--- src/rtl/iic_target.sv ---
// iic_target: I2C target (responder) with START/STOP decode, 7-bit address match
// and pointer-plus-data register writes into an external 256x8 register file.
// Optional register reads (including repeated-START reads) are compiled in when
// the macro IIC_TARGET_READ_EN is defined; the default build is write-only.
module iic_target #(
    parameter logic [6:0]  SLAVE_ADDR = 7'b1110110,
    parameter int unsigned FILTER_LEN = 4
) (
    input  logic       clk,
    input  logic       rst_n,
    input  logic       i_scl,
    input  logic       i_sda,
    output logic       o_sda_oe,
    output logic       o_wr_en,
    output logic [7:0] o_wr_addr,
    output logic [7:0] o_wr_data,
    output logic [7:0] o_rd_addr,
    input  logic [7:0] i_rd_data,
    output logic       o_busy
);

    localparam logic [3:0] FILT_MAX = 4'(FILTER_LEN - 1);

    typedef enum logic [3:0] {
        S_IDLE, S_IGNORE, S_ADDR, S_ADDR_ACK, S_REG, S_REG_ACK, S_WDATA, S_WDATA_ACK
`ifdef IIC_TARGET_READ_EN
        , S_RDATA, S_RDATA_ACK
`endif
    } state_t;

    logic [1:0] r_scl_sync, r_sda_sync;
    logic [3:0] r_scl_cnt, r_sda_cnt;
    logic       r_scl_f, r_sda_f, r_scl_d, r_sda_d;
    state_t     r_state;
    logic [2:0] r_bitcnt;
    logic [6:0] r_shift;
    logic       r_ack_on;
    logic [7:0] r_ptr;
    logic       r_sda_oe, r_wr_en, r_busy;
    logic [7:0] r_wr_addr, r_wr_data;
`ifdef IIC_TARGET_READ_EN
    logic       r_rw;
    logic [6:0] r_tx;
`else
    logic       w_unused_rd;
    assign w_unused_rd = ^i_rd_data;
`endif

    logic       w_scl_rise, w_scl_fall, w_start, w_stop, w_addr_hit;
    logic [7:0] w_byte;

    assign w_scl_rise = r_scl_f & ~r_scl_d;
    assign w_scl_fall = ~r_scl_f & r_scl_d;
    assign w_start    = ~r_sda_f & r_sda_d & r_scl_f;
    assign w_stop     = r_sda_f & ~r_sda_d & r_scl_f;
    assign w_byte     = {r_shift, r_sda_f};
    assign w_addr_hit = (w_byte[7:1] == SLAVE_ADDR);

    assign o_sda_oe  = r_sda_oe;
    assign o_wr_en   = r_wr_en;
    assign o_wr_addr = r_wr_addr;
    assign o_wr_data = r_wr_data;
    assign o_rd_addr = r_ptr;
    assign o_busy    = r_busy;

    // Synchronize both bus lines and accept a level only after FILTER_LEN equal samples.
    always_ff @(posedge clk or negedge rst_n) begin
        if (!rst_n) begin
            r_scl_sync <= 2'b11;
            r_sda_sync <= 2'b11;
            r_scl_cnt  <= 4'd0;
            r_sda_cnt  <= 4'd0;
            r_scl_f    <= 1'b1;
            r_sda_f    <= 1'b1;
            r_scl_d    <= 1'b1;
            r_sda_d    <= 1'b1;
        end else begin
            r_scl_sync <= {r_scl_sync[0], i_scl};
            r_sda_sync <= {r_sda_sync[0], i_sda};
            r_scl_d    <= r_scl_f;
            r_sda_d    <= r_sda_f;
            if (r_scl_sync[1] != r_scl_f) begin
                if (r_scl_cnt == FILT_MAX) begin
                    r_scl_f   <= r_scl_sync[1];
                    r_scl_cnt <= 4'd0;
                end else begin
                    r_scl_cnt <= r_scl_cnt + 4'd1;
                end
            end else begin
                r_scl_cnt <= 4'd0;
            end
            if (r_sda_sync[1] != r_sda_f) begin
                if (r_sda_cnt == FILT_MAX) begin
                    r_sda_f   <= r_sda_sync[1];
                    r_sda_cnt <= 4'd0;
                end else begin
                    r_sda_cnt <= r_sda_cnt + 4'd1;
                end
            end else begin
                r_sda_cnt <= 4'd0;
            end
        end
    end

    // Protocol FSM: START/STOP override everything, bits sampled on SCL rise, SDA driven on SCL fall.
    always_ff @(posedge clk or negedge rst_n) begin
        if (!rst_n) begin
            r_state   <= S_IDLE;
            r_bitcnt  <= 3'd0;
            r_shift   <= 7'd0;
            r_ack_on  <= 1'b0;
            r_ptr     <= 8'd0;
            r_sda_oe  <= 1'b0;
            r_wr_en   <= 1'b0;
            r_wr_addr <= 8'd0;
            r_wr_data <= 8'd0;
            r_busy    <= 1'b0;
`ifdef IIC_TARGET_READ_EN
            r_rw      <= 1'b0;
            r_tx      <= 7'd0;
`endif
        end else begin
            r_wr_en <= 1'b0;
            if (w_start) begin
                r_state  <= S_ADDR;
                r_bitcnt <= 3'd0;
                r_sda_oe <= 1'b0;
                r_ack_on <= 1'b0;
            end else if (w_stop) begin
                r_state  <= S_IDLE;
                r_sda_oe <= 1'b0;
                r_ack_on <= 1'b0;
                r_busy   <= 1'b0;
            end else begin
                case (r_state)
                    S_IDLE, S_IGNORE: r_sda_oe <= 1'b0;
                    S_ADDR: if (w_scl_rise) begin
                        r_shift <= w_byte[6:0];
                        if (r_bitcnt == 3'd7) begin
                            r_bitcnt <= 3'd0;
                            if (w_addr_hit && !w_byte[0]) begin
`ifdef IIC_TARGET_READ_EN
                                r_rw    <= 1'b0;
`endif
                                r_busy  <= 1'b1;
                                r_state <= S_ADDR_ACK;
`ifdef IIC_TARGET_READ_EN
                            end else if (w_addr_hit && w_byte[0]) begin
                                r_rw    <= 1'b1;
                                r_busy  <= 1'b1;
                                r_state <= S_ADDR_ACK;
`endif
                            end else begin
                                r_busy  <= 1'b0;
                                r_state <= S_IGNORE;
                            end
                        end else begin
                            r_bitcnt <= r_bitcnt + 3'd1;
                        end
                    end
                    S_ADDR_ACK: if (w_scl_fall) begin
                        if (!r_ack_on) begin
                            r_sda_oe <= 1'b1;
                            r_ack_on <= 1'b1;
                        end else begin
                            r_ack_on <= 1'b0;
                            r_bitcnt <= 3'd0;
`ifdef IIC_TARGET_READ_EN
                            if (r_rw) begin
                                r_tx     <= i_rd_data[6:0];
                                r_sda_oe <= ~i_rd_data[7];
                                r_state  <= S_RDATA;
                            end else begin
                                r_sda_oe <= 1'b0;
                                r_state  <= S_REG;
                            end
`else
                            r_sda_oe <= 1'b0;
                            r_state  <= S_REG;
`endif
                        end
                    end
                    S_REG: if (w_scl_rise) begin
                        r_shift <= w_byte[6:0];
                        if (r_bitcnt == 3'd7) begin
                            r_bitcnt <= 3'd0;
                            r_ptr    <= w_byte;
                            r_state  <= S_REG_ACK;
                        end else begin
                            r_bitcnt <= r_bitcnt + 3'd1;
                        end
                    end
                    S_WDATA: if (w_scl_rise) begin
                        r_shift <= w_byte[6:0];
                        if (r_bitcnt == 3'd7) begin
                            r_bitcnt  <= 3'd0;
                            r_wr_en   <= 1'b1;
                            r_wr_addr <= r_ptr;
                            r_wr_data <= w_byte;
                            r_ptr     <= r_ptr + 8'd1;
                            r_state   <= S_WDATA_ACK;
                        end else begin
                            r_bitcnt <= r_bitcnt + 3'd1;
                        end
                    end
                    S_REG_ACK, S_WDATA_ACK: if (w_scl_fall) begin
                        if (!r_ack_on) begin
                            r_sda_oe <= 1'b1;
                            r_ack_on <= 1'b1;
                        end else begin
                            r_sda_oe <= 1'b0;
                            r_ack_on <= 1'b0;
                            r_bitcnt <= 3'd0;
                            r_state  <= S_WDATA;
                        end
                    end
`ifdef IIC_TARGET_READ_EN
                    S_RDATA: if (w_scl_fall) begin
                        if (r_bitcnt == 3'd7) begin
                            r_sda_oe <= 1'b0;
                            r_ptr    <= r_ptr + 8'd1;
                            r_bitcnt <= 3'd0;
                            r_ack_on <= 1'b0;
                            r_state  <= S_RDATA_ACK;
                        end else begin
                            r_sda_oe <= ~r_tx[6];
                            r_tx     <= {r_tx[5:0], 1'b0};
                            r_bitcnt <= r_bitcnt + 3'd1;
                        end
                    end
                    S_RDATA_ACK: begin
                        if (w_scl_rise) begin
                            if (r_sda_f) begin
                                r_state <= S_IGNORE;
                            end else begin
                                r_ack_on <= 1'b1;
                            end
                        end else if (w_scl_fall && r_ack_on) begin
                            r_ack_on <= 1'b0;
                            r_bitcnt <= 3'd0;
                            r_tx     <= i_rd_data[6:0];
                            r_sda_oe <= ~i_rd_data[7];
                            r_state  <= S_RDATA;
                        end else begin
                            r_sda_oe <= 1'b0;
                        end
                    end
`endif
                    default: begin
                        r_state  <= S_IDLE;
                        r_sda_oe <= 1'b0;
                    end
                endcase
            end
        end
    end

endmodule
--- config.mk ---
export PLATFORM = sky130hd
export DESIGN_NAME = iic_target
export DESIGN_NICKNAME = d
export VERILOG_FILES = /design/src/rtl/iic_target.sv
export SDC_FILE = /design/constraint.sdc
export NUM_CORES = 1
export LEC_CHECK = 0
export BUFFER_PORTS_ARGS = -buffer_cell sky130_fd_sc_hd__buf_2
export CAP_MARGIN = 20
export CORE_UTILIZATION = 40
export DETAILED_ROUTE_END_ITERATION = 6
export PLACE_DENSITY_LB_ADDON = 0.1
export SLEW_MARGIN = 20
export SYNTH_ARGS = -nofsm -noshare
export SYNTH_HDL_FRONTEND = slang
export SYNTH_SLANG_ARGS = --single-unit
export TNS_END_PERCENT = 50
--- constraint.sdc ---
create_clock -name clk -period 3.2 [get_ports clk]
set_clock_uncertainty 0.1 [all_clocks]
set_input_delay 0.32 -clock clk [delete_from_list [all_inputs] [get_ports clk]]
set_output_delay 0.32 -clock clk [all_outputs]
set_load 0.1 [all_outputs]
# Yosys cells after proc, flatten, opt, wreduce, memory -nomap -nowiden
# Cells that the tools add are included.
# word_totals
mem_bits_rw	0
inputBits	12
word_cells	140
mem_count	0
output_inout_bits	27
reg_bits	58
latch_bits	0
mem_bits_ro	0
# op_classes
n_div	0
order_cmp	0
n_eq_ne	34
n_mux	48
bitwise	12
n_reduce_logical	24
add_sub_neg	4
mul	0
shifts	0
# op_table
op	count
$mux 4	16
$ne 4x4->1 const B	10
$mux 8	4
$pmux 4 s6	1
$mux 3	6
$mux 1	17
$eq 4x2->1 const B	4
$eq 4x3->1 const B	4
$pmux 8 s2	1
$ne 3x1->1 const B	4
$reduce_and 11->1	1
$ne 2x2->1 const B	5
$reduce_and 5->1	2
$reduce_bool 3->1	3
$add 4x1->4 const B	2
$add 8x1->8 const B	1
$reduce_and 2->1	4
$reduce_and 4->1	2
$reduce_bool 2->1	4
$eq 7x7->1 const B	1
$reduce_and 7->1	1
$and 1x1->1	6
$not 1->1	6
$pmux 3 s2	1
13 further kinds	16

# Logic depth before layout (Yosys ltp)
# Gate-level depths: netlist of the first run.
# logic_depth
depth_word	8
ltp_mapped	8
mapped_depth_nobuf	6

# Worst setup path before layout of the first run
# Ideal clock, no wire load.
# synth_timing
path_kind	flip-flop to flip-flop
from	register r_sda_f
to	register r_wr_addr[0] (netlist: o_wr_addr[0])
setup_time_ns	0.127
required_ns	2.973
path_slack_ns	0.947
path_stages_with_launch	9
path_buffers	4
period_less_slack_ns	2.253
arrival_time_ns	2.027
path_cell_list	dfstp_2 > buf_6 > xor2_2 > and2_4 > buf_6 > or4_4 > buf_6 > buf_12 > mux2_4
# synth_via
elab_chain_len	5
elab_cells_between_ends	8
cone_classes	7 x bitwise; 1 x reduce/logical
# synth_rtl
item	line	text
start, declared	33	logic r_scl_f, r_sda_f, r_scl_d, r_sda_d;
start signal, assigned	94	r_sda_f <= r_sda_sync[1];
$not 1->1	54	assign w_start = ~r_sda_f & r_sda_d & r_scl_f;
$and 1x1->1 (2 in a row)	54	
$not 1->1 (no line)	--	
$reduce_and 5->1 (no line) *	--	
end signal, assigned	198	r_wr_addr <= r_ptr;
end, declared	40	logic [7:0] r_wr_addr, r_wr_data;
# Mark *: on every way between the ends. The rest lies on a longest branch, timed or not.
# A chain may end at the register's enable or synchronous reset.

# Worst setup path in the final report of the first run
# layout_timing
from	register r_sda_f
to	register r_wr_data[6] (netlist: o_wr_data[6])
# layout_via
elab_chain_len	5
elab_cells_between_ends	8
cone_classes	7 x bitwise; 1 x reduce/logical
# layout_rtl
item	line	text
$not 1->1	54	
$and 1x1->1 (2 in a row)	54	
$not 1->1 (no line)	--	
$reduce_and 5->1 (no line) *	--	
end signal, assigned	199	r_wr_data <= w_byte;
end, declared	40	
# Marks and branches as above.

==> summary.txt, run 1 <==
Outcome
  – Outcome: completed

Drt
  – Routed WL: 4600 um
  – Drt pass-1 iters: 4
  – Vias per Instance: ~5.1
  – DRC: 0
  – Wire per inst: 14.33 um
  – Post-route ant nets: 0
  – Via count: between 1500 and 2000
  – Starting DRT DRC Count: 84

Yosys
  – Ys async rst share: 100.0%
  – Post-synth EDFFs: 0
  – Synth Flop Type: dfrtp_1
  – Synth Instances: about 200
  – Mapped Area: between 2000 and 3000 um^2
  – Avg Synthesized Cell Area: ~13 um^2
  – Post-synth cell types: 47
  – Syn_nets: 220
  – YS warnings: 0
  – Sequential fraction of the synthesis area: 55.92%
  – #FFs+latches synth: 57

Clock network
  – Clock Sinks: 57
  – CTS tree: done
  – Worst-path clk slew: ~0.06 ns
  – Total CTS buffers: 9
  – Clock latency on the worst-skew pair: 0.34 ns
  – CTS H-tree lvls: 3
  – CTS root buf: clkbuf_8
  – Max clock buf depth: 2
  – Post-cts gate resize count: 0

Setup path
  – Worst reg-to-reg path cell count: 4
  – Worst-path fanout max: 16
  – Worst setup SP type: flip-flop
  – Crit path kind: flip-flop to flip-flop
  – Register-to-Register Setup Slack: 0.99 ns
  – CP required: 3.32 ns
  – R2r startpoint: r_sda_f
  – Setup crit end kind: flip-flop
  – Reg2reg end: o_wr_data[6]
  – Arr. time, crit path: 2.33 ns

Layout
  – Finished Cell Area: 2990 um^2
  – Most frequent cells in the layout: dfrtp_1 (49), buf_2 (30), a21oi_1 (18), mux2_2 (16), clkbuf_8 (11)
  – Multi-input logic area: around 1000 um^2
  – Fin util: 49.34%
  – Antenna fix cells: 0
  – Nets: 258
  – Proportion of layout cells with a drive suffix above 1: 35.77%
  – Sequential Area: about 1400 um^2
  – Post-route insts no fill: 321
  – Commonest non-fill, non-tap cell in the layout: dfrtp_1
  – Fillers: approximately 540
  – Synthesis-to-finish area growth: 16.42%

Timing
  – Final setup vio count: 0
  – Worst Tran Pin Value: 0.5424 ns
  – Setup TNS: 0 ns
  – Min cycle time layout: 2.209 ns
  – Endpoints failing hold: 0
  – Fin worst setup slack: 0.9908 ns
  – Setup repair after global routing missed its margin: no
  – Max frequency: 452.7 MHz
  – Hold Slack: 0.2568 ns
  – Slew Viols, Final: 0
  – Final Cycle Share: 69.04%
  – Slew HR: a little under two thirds

Global route
  – Grt ovf: 0
  – First-pass GRT wire length: 7810 um
  – Largest net degree at the start of global routing: 34
  – Initial antenna violation count: 0
  – Vias in the first global route: between 1500 and 2000
  – Gr usage total: approximately 16%

Power
  – Worst VDD drop: 0.3658 mV
  – PwrDens: 627.9 nW/um^2
  – Lkg Pwr: 1.460 nW
  – Design Power: 1.878 mW

Place
  – Area after DPL: 2761 um^2
  – Placed Instances: 302
  – Pre-CTS WS: 0.9779 ns
  – Post-DP HPWL: 3162 um
  – Final GP Congestion: between 0.7 and 0.8
  – Number of port buffers: 30

Die
  – I/O pins: 39
  – Num rows: 28
  – DIE AREA: 6746 um^2
  – Die Y: 82.14 um
  – Initial core utilization: 42.38%
  – Die width: between 80 and 90 um
  – Core area: approximately 6000 um^2

Hold path
  – WHS Endpoint: r_scl_sync[1]
  – Hold path start: r_scl_sync[0]
  – Worst Hold Depth: 0
  – Hold Path Class: flip-flop to flip-flop

Flow run
  – Max Cap Viol: 0
-- timing repair --
item | 4_1_cts | 5_1_grt
endpoints found under the hold margin | 26 | 0
setup endpoints to repair | 0 | 0
hold buffers | 3 | 0
setup buffers | 0 | 0
-- worst max path at each step --
stage | startpoint | endpoint | slack [ns]
after floorplan | r_sda_f | o_wr_addr[0] | 0.95
after detailed placement | r_sda_f | o_wr_addr[7] | 0.98
after global routing | r_bitcnt[0] | o_wr_data[5] | 0.90
final | r_sda_f | o_wr_data[6] | 0.99
after global placement | r_sda_f | o_wr_addr[1] | 0.98
after CTS | r_sda_f | o_wr_data[6] | 0.96
-- sequential cells by signal, indices dropped and copies added, names as in the netlist, 2 cells and up --
register,cells
r_sda_cnt,4
r_scl_sync,2
o_wr_addr,8
o_rd_addr,8
r_sda_sync,2
r_shift,7
r_bitcnt,3
r_scl_cnt,4
r_state,3
o_wr_data,8
-- final cells by class --
class / instances / area share (%)
inverters: 6 / 0.7531
repair buffers: 36 / 6.778
clock inverters: 3 / 1.339
flip-flops and latches: 57 / 48.03
well taps: 75 / 3.138
clock buffers: 13 / 5.314
multi-input cells: 131 / 34.64
-- synth_stat cells, types with 3 or more instances --
master	count	area share, %
nor2_1	10	1.5
nor4_1	3	0.73
a21oi_1	18	3.5
mux2_2	16	7.0
ha_1	5	2.4
nand3b_1	5	1.5
dfstp_2	8	8.2
clkbuf_1	4	0.58
dfrtp_1	49	48
o21ai_0	7	1.4
buf_6	3	1.3
nand2b_1	4	0.97
mux2_4	10	5.8
inv_1	6	0.88
o32ai_1	3	1.0
nand2_1	5	0.73
nand3_1	7	1.4
-- critical path, cell delays in order (launching register included) --
cell and delay, ns:
dfstp_2 0.66, xor2_2 0.13, and2_4 0.20, or4_4 0.65
mux2_4 0.35
-- routing by layer --
layer / part of all wire, % / wire (um) / GRT usage (%)
met5: 0 / 0 / 0
met4: 1.3 / 61 / 7.895
met3: 4.2 / 191 / 5.385
met2: 44 / 2017 / 22.64
met1: 51 / 2330 / 21.78
-- where the power goes --
| part | total, mW | internal (mW) | switching (mW) |
|---|---|---|---|
| Combinational | 0.291 | 0.142 | 0.150 |
| Sequential | 0.918 | 0.814 | 0.104 |
| Clock | 0.669 | 0.400 | 0.269 |
-- cell families after synthesis --
family                     synth area share, %
DFF                                      55.92
and+or+nand+nor                          12.37
AOI/OAI and AO/OA                        9.889
muxes                                    13.64
buffers and inverters                    3.750
xor gates and xnor gates                 1.997
adders and majority gates                2.435
Note: power is estimated with default switching activity, not from simulation.
==> run 2: changes to the inputs <==
- clock period: 3.2 -> 1.9 ns (I/O delays scaled with it)
==> run 2 against run 1 <==
Total power up 75%. Final area rose by 6.7%. The flow now finishes with violations (negative setup slack). Largest cell class unchanged. Utilization is 3.3 points higher. Final cell count grew 5.3%.
==> summary.txt, run 2 (synthesis results as in run 1) <==
Drt
  – Vias per Instance: between 5 and 6
  – Starting DRT DRC Count: between 60 and 70
  – Post-route ant nets: 0
  – Routed WL: between 4000 and 5000 um
  – DRC: 0
  – Via count: 1761
  – Drt pass-1 iters: 5
  – Wire per inst: 14.77 um

Layout
  – Fin util: between 50% and 60%
  – Antenna fix cells: 0
  – Commonest non-fill, non-tap cell in the layout: dfrtp_1
  – Most frequent cells in the layout: dfrtp_1 (49), buf_2 (30), a21oi_1 (18), buf_4 (18), mux2_2 (16)
  – Finished Cell Area: 3192 um^2
  – Proportion of layout cells with a drive suffix above 1: between 40% and 50%
  – Post-route insts no fill: 338
  – Nets: about 280
  – Synthesis-to-finish area growth: 24.26%

Place
  – Placed Instances: 319
  – Post-DP HPWL: 3292 um
  – Pre-CTS WS: -0.1153 ns
  – Number of port buffers: 30
  – Final GP Congestion: between 0.7 and 0.8
  – Area after DPL: 2902 um^2

Timing
  – Hold Slack: 0.2185 ns
  – Slew HR: 62.35%
  – Final Cycle Share: 101.1%
  – Setup repair after global routing missed its margin: yes
  – Final setup vio count: 8
  – Min cycle time layout: 1.920 ns
  – Setup TNS: -0.1287 ns
  – Worst Tran Pin Value: 0.5596 ns
  – Slew Viols, Final: 0
  – Max frequency: 520.8 MHz
  – Fin worst setup slack: -0.02017 ns
  – Endpoints failing hold: 0

Power
  – Worst VDD drop: 0.5810 mV
  – Sw frac: approximately 29%
  – Design Power: ~3.3 mW
  – Sequential share of power: a little under half
  – Comb power frac: 23.8%
  – PwrDens: between 1000 and 1500 nW/um^2
  – Lkg Pwr: 1.545 nW
  – Power Internal: 2.335 mW
  – Clock share of power: between 30% and 40%
  – Switching power: 0.9585 mW

Clock network
  – Worst-path clk slew: 0.07 ns
  – Max clock buf depth: 2
  – CTS root buf: clkbuf_8
  – CTS tree: done
  – Clock Sinks: 57
  – Total CTS buffers: 9
  – CTS H-tree lvls: 3
  – Clock latency on the worst-skew pair: about 0.34 ns

Die
  – Core area: 6061 um^2
  – Initial core utilization: 42.38%
  – I/O pins: 39
  – Num rows: 28
  – Die width: 82.14 um
  – DIE AREA: 6746 um^2
  – Die Y: between 80 and 90 um

Global route
  – Grt ovf: 0
  – Initial antenna violation count: 0
  – Vias in the first global route: 1649
  – First-pass GRT wire length: 8224 um
  – Gr usage total: 17.04%
  – Largest net degree at the start of global routing: 41

Setup path
  – Crit path kind: flip-flop to flip-flop
  – CP required: 2.02 ns
  – Arr. time, crit path: 2.04 ns
  – Worst-path fanout max: 8
  – Worst setup SP type: flip-flop
  – Setup crit end kind: flip-flop

Flow run
  – Max Cap Viol: 0

Outcome
  – Outcome: finished with violations
  – Failing checks: negative setup slack

Hold path
  – Hold Path Class: input port to async pin
[run 2: repair_timing]
action | in CTS | in global routing
resized for setup | 9 | 3
hold endpoints to repair | 18 | 0
endpoints found under the setup margin | 25 | 29
buffers inserted | 0 | 0
pin swaps | 3 | 2
hold buffers | 3 | 0
cloned | 1 | 0
[run 2: worst paths after layout]
check                              start             to  slack [ns]  depth (start not counted)
max                          r_bitcnt[0]   o_wr_data[6]       -0.02                          5
min                                rst_n   o_wr_data[1]        0.22                          2
max reg2reg                  r_bitcnt[0]   o_wr_data[6]       -0.02                          5
min reg2reg                r_sda_sync[0]  r_sda_sync[1]        0.26                          0
max in group asynchronous          rst_n  r_scl_sync[1]        0.85                          3
min in group clk           r_sda_sync[0]  r_sda_sync[1]        0.26                          0
[run 2: cell type report]
cell class,count,area (um^2)
Inverter,6,22.52
Clock buffer,13,168.9
Timing Repair Buffer,53,346.6
Sequential cell,57,1436
Tap cell,75,93.84
Fill cell,531,2869
Multi-Input combinational cell,132,1111
Clock inverter,2,12.51
[run 2: critical path, stage by stage, from the launching register on]
cell and delay, ns:
dfrtp_1 0.40, ha_4 0.16, ha_4 0.14, nand4bb_4 0.13
or4_4 0.55, mux2_4 0.33
[run 2: power groups by stage]
| stage | Clock [mW] | Sequential (mW) | Combinational [mW] |
|---|---|---|---|
| 2_1_floorplan | 0 | 1.46 | 0.508 |
| 3_3_place_gp | 0 | 1.49 | 0.721 |
| 3_5_place_dp | 0 | 1.49 | 0.723 |
| 4_1_cts | 1.07 | 1.48 | 0.778 |
| 5_1_grt | 1.12 | 1.50 | 0.863 |
| 6_report | 1.02 | 1.49 | 0.783 |
[run 2: routing by layer]
metal	wire length [um]	GRT usage, %	vias up
met1	2431	22.66	864
li1	-	-	851
met2	2278	24.55	35
met4	120	11.58	0
met5	0	0	-
met3	162	3.956	11
